==> config.mk <==
export PLATFORM = sky130hd
export DESIGN_NAME = tlul_err_resp
export DESIGN_NICKNAME = d
export VERILOG_FILES = /design/src/rtl/tlul_err_resp.sv
export SDC_FILE = /design/constraint.sdc
export NUM_CORES = 1
export LEC_CHECK = 0
export ABC_CLOCK_PERIOD_IN_PS = 2600
export CORE_MARGIN = 2
export CORE_UTILIZATION = 27
export CTS_CLUSTER_DIAMETER = 120
export CTS_CLUSTER_SIZE = 14
export DETAILED_ROUTE_END_ITERATION = 10
export GPL_ROUTABILITY_DRIVEN = 0
export PLACE_DENSITY = 0.89
export SLEW_MARGIN = 5
export SYNTH_ARGS = -nofsm -noshare
export SYNTH_HDL_FRONTEND = slang
export SYNTH_SLANG_ARGS = --single-unit
==> constraint.sdc <==
create_clock -name clk_i -period 2.6 [get_ports clk_i]
set_clock_uncertainty 0.2 [all_clocks]
set_input_delay 0.52 -clock clk_i [delete_from_list [all_inputs] [get_ports clk_i]]
set_output_delay 0.52 -clock clk_i [all_outputs]
set_load 0.01 [all_outputs]
==> src/rtl/tlul_err_resp.sv <==
// TL-UL device-side error responder: sinks one A-channel request at a time and
// answers it with a single d_error D beat after a fixed delay.
package tlul_pkg;
    localparam int TL_AW  = 32;
    localparam int TL_DW  = 64;
    localparam int TL_AIW = 8;
    localparam int TL_DIW = 1;
    localparam int TL_SZW = 2;
    localparam int TL_DUW = 8;

    localparam logic [2:0] Get           = 3'h4;
    localparam logic [2:0] AccessAck     = 3'h0;
    localparam logic [2:0] AccessAckData = 3'h1;

    typedef struct packed {
        logic              a_valid;
        logic [2:0]        a_opcode;
        logic [TL_SZW-1:0] a_size;
        logic [TL_AIW-1:0] a_source;
        logic [TL_AW-1:0]  a_address;
        logic [TL_DW/8-1:0] a_mask;
        logic [TL_DW-1:0]  a_data;
        logic              d_ready;
    } tl_h2d_t;

    typedef struct packed {
        logic              a_ready;
        logic              d_valid;
        logic [2:0]        d_opcode;
        logic [2:0]        d_param;
        logic [TL_SZW-1:0] d_size;
        logic [TL_AIW-1:0] d_source;
        logic [TL_DIW-1:0] d_sink;
        logic [TL_DW-1:0]  d_data;
        logic [TL_DUW-1:0] d_user;
        logic              d_error;
    } tl_d2h_t;
endpackage

module tlul_err_resp
    import tlul_pkg::*;
#(
    parameter int unsigned RespDelay = 0,
    parameter int unsigned CntW      = 16
) (
    input  logic            clk_i,
    input  logic            rst_i,
    input  tl_h2d_t         tl_i,
    output tl_d2h_t         tl_o,
    output logic [CntW-1:0] err_cnt_o,
    output logic            busy_o
);

    if (TL_DW != 64) begin : g_dw_check
        $error("tlul_err_resp supports only a 64-bit data bus");
    end
    if (RespDelay > 15) begin : g_dly_check
        $error("tlul_err_resp RespDelay must be within 0..15");
    end

    typedef enum logic [1:0] {
        IDLE = 2'd0,
        WAIT = 2'd1,
        RESP = 2'd2
    } state_e;

    // WAIT lasts exactly RespDelay cycles, so the counter starts one below it.
    localparam logic [3:0] DlyLoad = (RespDelay == 0) ? 4'd0 : 4'(RespDelay - 1);

    function automatic logic [2:0] resp_opcode(input logic [2:0] a_op);
        return (a_op == Get) ? AccessAckData : AccessAck;
    endfunction

    function automatic logic [TL_DW-1:0] resp_data(input logic [2:0] a_op);
        return (a_op == Get) ? {TL_DW{1'b1}} : {TL_DW{1'b0}};
    endfunction

    function automatic logic [CntW-1:0] sat_inc(input logic [CntW-1:0] v);
        return (&v) ? v : v + CntW'(1);
    endfunction

    state_e            state_q;
    logic [3:0]        dly_q;
    logic              a_ready_q;
    logic              d_valid_q;
    logic [2:0]        d_opcode_q;
    logic [TL_SZW-1:0] d_size_q;
    logic [TL_AIW-1:0] d_source_q;
    logic [TL_DW-1:0]  d_data_q;
    logic              d_error_q;
    logic [CntW-1:0]   err_cnt_q;
    logic [CntW-1:0]   err_cnt_d;

    assign err_cnt_d = sat_inc(err_cnt_q);

    always_ff @(posedge clk_i) begin
        if (rst_i) begin
            state_q    <= IDLE;
            dly_q      <= '0;
            a_ready_q  <= 1'b1;
            d_valid_q  <= 1'b0;
            d_opcode_q <= AccessAck;
            d_size_q   <= '0;
            d_source_q <= '0;
            d_data_q   <= '0;
            d_error_q  <= 1'b0;
            err_cnt_q  <= '0;
        end else begin
            case (state_q)
                IDLE: begin
                    if (tl_i.a_valid && a_ready_q) begin
                        d_opcode_q <= resp_opcode(tl_i.a_opcode);
                        d_size_q   <= tl_i.a_size;
                        d_source_q <= tl_i.a_source;
                        d_data_q   <= resp_data(tl_i.a_opcode);
                        d_error_q  <= 1'b1;
                        a_ready_q  <= 1'b0;
                        if (RespDelay == 0) begin
                            state_q   <= RESP;
                            d_valid_q <= 1'b1;
                        end else begin
                            dly_q   <= DlyLoad;
                            state_q <= WAIT;
                        end
                    end
                end
                WAIT: begin
                    if (dly_q == 4'd0) begin
                        state_q   <= RESP;
                        d_valid_q <= 1'b1;
                    end else begin
                        dly_q <= dly_q - 4'd1;
                    end
                end
                RESP: begin
                    if (tl_i.d_ready) begin
                        state_q    <= IDLE;
                        d_valid_q  <= 1'b0;
                        a_ready_q  <= 1'b1;
                        err_cnt_q  <= err_cnt_d;
                        d_opcode_q <= AccessAck;
                        d_size_q   <= '0;
                        d_source_q <= '0;
                        d_data_q   <= '0;
                        d_error_q  <= 1'b0;
                    end
                end
                default: begin
                    state_q   <= IDLE;
                    a_ready_q <= 1'b1;
                    d_valid_q <= 1'b0;
                end
            endcase
        end
    end

    always_comb begin
        tl_o          = '0;
        tl_o.a_ready  = a_ready_q;
        tl_o.d_valid  = d_valid_q;
        tl_o.d_opcode = d_opcode_q;
        tl_o.d_size   = d_size_q;
        tl_o.d_source = d_source_q;
        tl_o.d_data   = d_data_q;
        tl_o.d_error  = d_error_q;
    end

    assign err_cnt_o = err_cnt_q;
    assign busy_o    = (state_q != IDLE);

    // Address, mask and write data play no part in an error response.
    logic unused_a_fields;
    assign unused_a_fields = ^{tl_i.a_address, tl_i.a_mask, tl_i.a_data};

endmodule
== Yosys cells after proc, flatten, opt, wreduce, memory -nomap -nowiden ==
Cells that the tools add are included.

* Register bits: 102
* Bits in latches: 0
* RAM bits: 0
* ROM bits: 0
* Input bits: 121
* Output and inout bits: 109
* Logic and storage cells: 57
* Memories: 0

* Add/subtract/negate cells: 2
* $mul: 0
* Divide/modulo/power cells: 0
* $lt $le $gt $ge: 0
* Equality and inequality tests: 6
* Shifts and indexed selects: 0
* Multiplexer cells: 25
* Bitwise gates (word level): 3
* Reductions and logical operators: 11

{| class="wikitable"
|+ Operators with widths
! kind !! count
|-
| 64-bit 2-to-1 mux || 3
|-
| 64-bit one-hot mux with 2 select lines || 1
|-
| 16-bit by 1-bit adder with 16-bit output (second input constant) || 1
|-
| 8-bit 2-to-1 mux || 2
|-
| 8-bit one-hot mux with 2 select lines || 1
|-
| 16-bit AND reduction || 1
|-
| 3-bit AND reduction || 4
|-
| 2-bit 2-to-1 mux || 4
|-
| 1-bit 2-to-1 mux || 6
|-
| 3-bit 2-to-1 mux || 2
|-
| 2-bit inequality test (second input constant) || 3
|-
| 1-bit one-hot mux with 3 select lines || 2
|-
| 2-bit one-hot mux with 3 select lines || 1
|-
| 3-bit one-hot mux with 2 select lines || 1
|-
| 4-bit zero test || 1
|-
| 2-bit one-hot mux with 2 select lines || 1
|-
| 2-bit nonzero test || 2
|-
| 4-bit by 1-bit subtractor with 4-bit output (second input constant) || 1
|-
| 3-bit == test (second input constant) || 1
|-
| 1-bit NOT || 3
|-
| 2-bit by 1-bit == test with 1-bit output (second input constant) || 1
|-
| 2-bit == test (second input constant) || 1
|-
| 2-bit zero test || 1
|-
| 1-bit one-hot mux with 2 select lines || 1
|-
| 2 further kinds || 2
|}

== Depth between registers and ports, before layout ==
* Depth after elaboration: 4
* Depth in mapped cells: 7

== Worst setup path after synthesis ==
OpenSTA, ideal clock, no wires.

* Path type: register -> output
* Start: reg d_data_q[62] (netlist name)
* End: out tl_o[10] (netlist name)
* Data arrival time: 1.677 ns
* Required time: 1.880 ns
* Path slack: 0.203 ns
* Cell stages (with the launch flop): 2
* Path buffers: 1
* Cell sequence: dfxtp_1 -> buf_4

{| class="wikitable"
|+ RTL lines
! element !! line !! text
|-
| end, declared || 49 || <nowiki>output tl_d2h_t tl_o,</nowiki>
|}

==> flow_summary.toml <==
[run_status]
status = "completed"

[synth]
synthFlopType = "dfxtp_1"
synth_top_family_by_area = "buffers and inverters"
ys_warn_count = 0
synth_mux_area_frac = 0.00572
synth_top_area_share = 0.309
synth_common_cells = "buf_4, dfxtp_1, a21oi_1"
synth_async_sr_flop_share = 0
synth_xor_area_frac = 0
synth_fa_ha_area_frac = 0.00635
synth_area_leader_cell = "buf_4"
synth_area_mm2 = 0.00197
synthSimpleGateAreaFrac = 0.213
ys_types = 38
ys_top_cells_by_area = "buf_4, dfxtp_1, a21oi_1, o31ai_1, nand3_1"
ys_seq_elements = 29
yosysMostFrequentCell = "buf_4"
synth_edf_count = 0
seq_area_frac_synth = 0.295
synthCells = 234
synth_compound_area_frac = 0.136
avgSynthCellArea_um2 = 8.42

[setup_path]
critPathSlowestCell = "dfxtp_2"
path_cells = "buf_12 -> clkdlybuf4s50_1"
cp-end-kind = "primary output"
criticalPathCategory = "reg2out"
critPathLaunchType = "flop"
critical-path-top-delay-family = "buffers and inverters"
cp_data_arrival_time_ns = 1.68
path_buf_inv = 2
cpPeakStageDelay_ns = 0.58
crit_fanout = 41
r2r-end = "err_cnt_o[3]$_SDFFE_PP0P_"
reg2regPathDepth = 6
r2r-start = "err_cnt_o[0]$_SDFFE_PP0P_"
regToRegSetupSlack_ns = 0.50
required_ns = 1.88

[finish]
final-seq-area_um2 = 582
multiInputGateArea_um2 = 763
fin_util = 0.381
fin_nets = 404
area_delta_synth_final_pct = 38.9
drive_gt1_frac = 0.102
diodes = 0
n_fill_cell = 739

[cts]
ctsRootBufferMaster = "clkbuf_8"
cts_tree = "built"
htree_levels = 2
clkTransAtPathRegs_ns = 0.06
cts_sinks = 29
insertion_delay_ns = 0.28
cts_hold_buf = 0
post_cts_buffers = 0
cts_resized = 0
clockBufferDepth = 2
cts_made_buffers = 5

[grt]
grt_use_met1 = 0.138
overflow = 0
antenna_found_initial = 0
met3_usage = 0.0332
first_global_vias = 1410
gr-usage-met2 = 0.189
gr-usage-all-layers = 0.112
busiest_layer = "met2"
grt_max_degree = 42
grt_pass1_wl_um = 6870

[die]
row_count = 31
start_util = 0.274
ios = 230
die_h_um = 89.4
core_mm2 = 0.00718
die_area_mm2 = 0.00799
die_w_um = 89.4

[drt]
vias = 1651
avgViaCountPerCell = 4.32
ant_nets = 0
drcViolationCount = 0
first_iter_violations = 29
drt_pass1_iterations = 4
wl_um = 4850
routedWlPerCell_um = 12.7

[placement]
io_buffers = 111
dp_hpwl_um = 3740

[pwr]
p_leak_nw = 0.940
powerDensity_mw_per_mm2 = 377
vdd_ir_drop_max_mv = 0.197

[sta]
maxSlewViolCount = 0
fin_crit_sh = 0.921
setup_tns_ns = 0
rsz0062_at_grt = "no"
timing.fmax_mhz = 418
final_hold_viol_count = 0
fin_crit_ns = 2.40
setup_viol = 0

[run]
drv_cap = 0

[worst_hold_path]
min-delay-start = "d_source_q[4]$_SDFFE_PP0P_"
hold_depth = 2
hold_end = "d_source_q[4]$_SDFFE_PP0P_"
hold_path.class = "reg2reg"
-- cells in the final DEF (no fill, tap or decap), types with 2 or more instances in the layout --
cell type	instances
clkdlybuf4s50_1	111
or3_1	3
o31ai_1	11
nand4_1	4
o21ai_1	3
nand3b_1	2
inv_1	2
nand2_1	15
clkbuf_8	5
nor2_1	3
nand3_1	16
buf_4	6
and3_1	2
a21oi_2	5
dfxtp_1	28
or4_1	8
conb_1	14
clkinv_2	2
nor2b_1	2
a21oi_1	22
-- stage by stage --
step | worst slack, ns | instances | power [mW] | hold slack (ns) | area [um^2]
floorplan | 0.203 | 247 | 0.615 | 0.276 | 2020
global placement | 0.271 | 374 | 0.686 | 0.254 | 2650
detailed placement | 0.234 | 374 | 0.690 | 0.261 | 2650
CTS | 0.168 | 382 | 1.05 | 0.273 | 2740
global route | 0.0802 | 382 | 1.09 | 0.296 | 2740
finish | 0.205 | 382 | 1.03 | 0.268 | 2740
-- flip-flops by register name (all words and copies together), names as in the netlist --
| name | count |
|---|---|
| err_cnt_o | 16 |
| d_source_q | 8 |
| d_size_q | 2 |
| a_ready_q | 1 |
| d_data_q | 1 |
| d_error_q | 1 |
-- final cells by class --
type / count / area share
repair buffers: 118 / 0.430
multi-input cells: 126 / 0.279
flip-flops and latches: 29 / 0.213
well taps: 99 / 0.0453
clock buffers: 6 / 0.0265
clock inverters: 2 / 0.00366
inverters: 2 / 0.00274
-- kinds of logic (layout without fill, tap and decap cells) --
| family | after synthesis | after routing |
|---|---|---|
| adders and majority gates | 1 | 1 |
| AOI/OAI and AO/OA | 43 | 43 |
| muxes | 1 | 1 |
| and+or+nand+nor | 67 | 67 |
| buffers and inverters | 92 | 128 |
| DFF | 29 | 29 |
| other | 1 | 14 |
-- worst register-to-register path, stage by stage (launching register included) --
cell and delay, ns:
dfxtp_1 0.36, ha_1 0.24, nand3_1 0.20, nor4_4 0.07, buf_4 0.20, or4_2 0.62, a21oi_1 0.15
-- where the power goes --
group	leakage [nW]	internal, mW	switching [mW]
Clock	0.0450	0.185	0.169
Combinational	0.659	0.111	0.0940
Sequential	0.236	0.460	0.0138
-- per-layer routing --
metal,routed length [um],vias to the layer above
met5,0,-
met4,17,0
met3,331,4
met2,2420,69
met1,2080,758
li1,-,820
-- worst max-delay path by stage --
stage / start / slack [ns] / cells after the start / end
4_1_cts: d_data_q[62]$_SDFFE_PP0P_ / 0.17 / 2 / tl_o[66]
2_1_floorplan: d_data_q[62]$_SDFFE_PP0P_ / 0.20 / 1 / tl_o[10]
3_5_place_dp: tl_i[0] / 0.23 / 5 / err_cnt_o[10]$_SDFFE_PP0P_
6_report: d_data_q[62]$_SDFFE_PP0P_ / 0.20 / 2 / tl_o[64]
5_1_grt: d_data_q[62]$_SDFFE_PP0P_ / 0.08 / 2 / tl_o[36]
3_3_place_gp: tl_i[0] / 0.27 / 5 / err_cnt_o[10]$_SDFFE_PP0P_
Power figures use the tool's default switching activity.
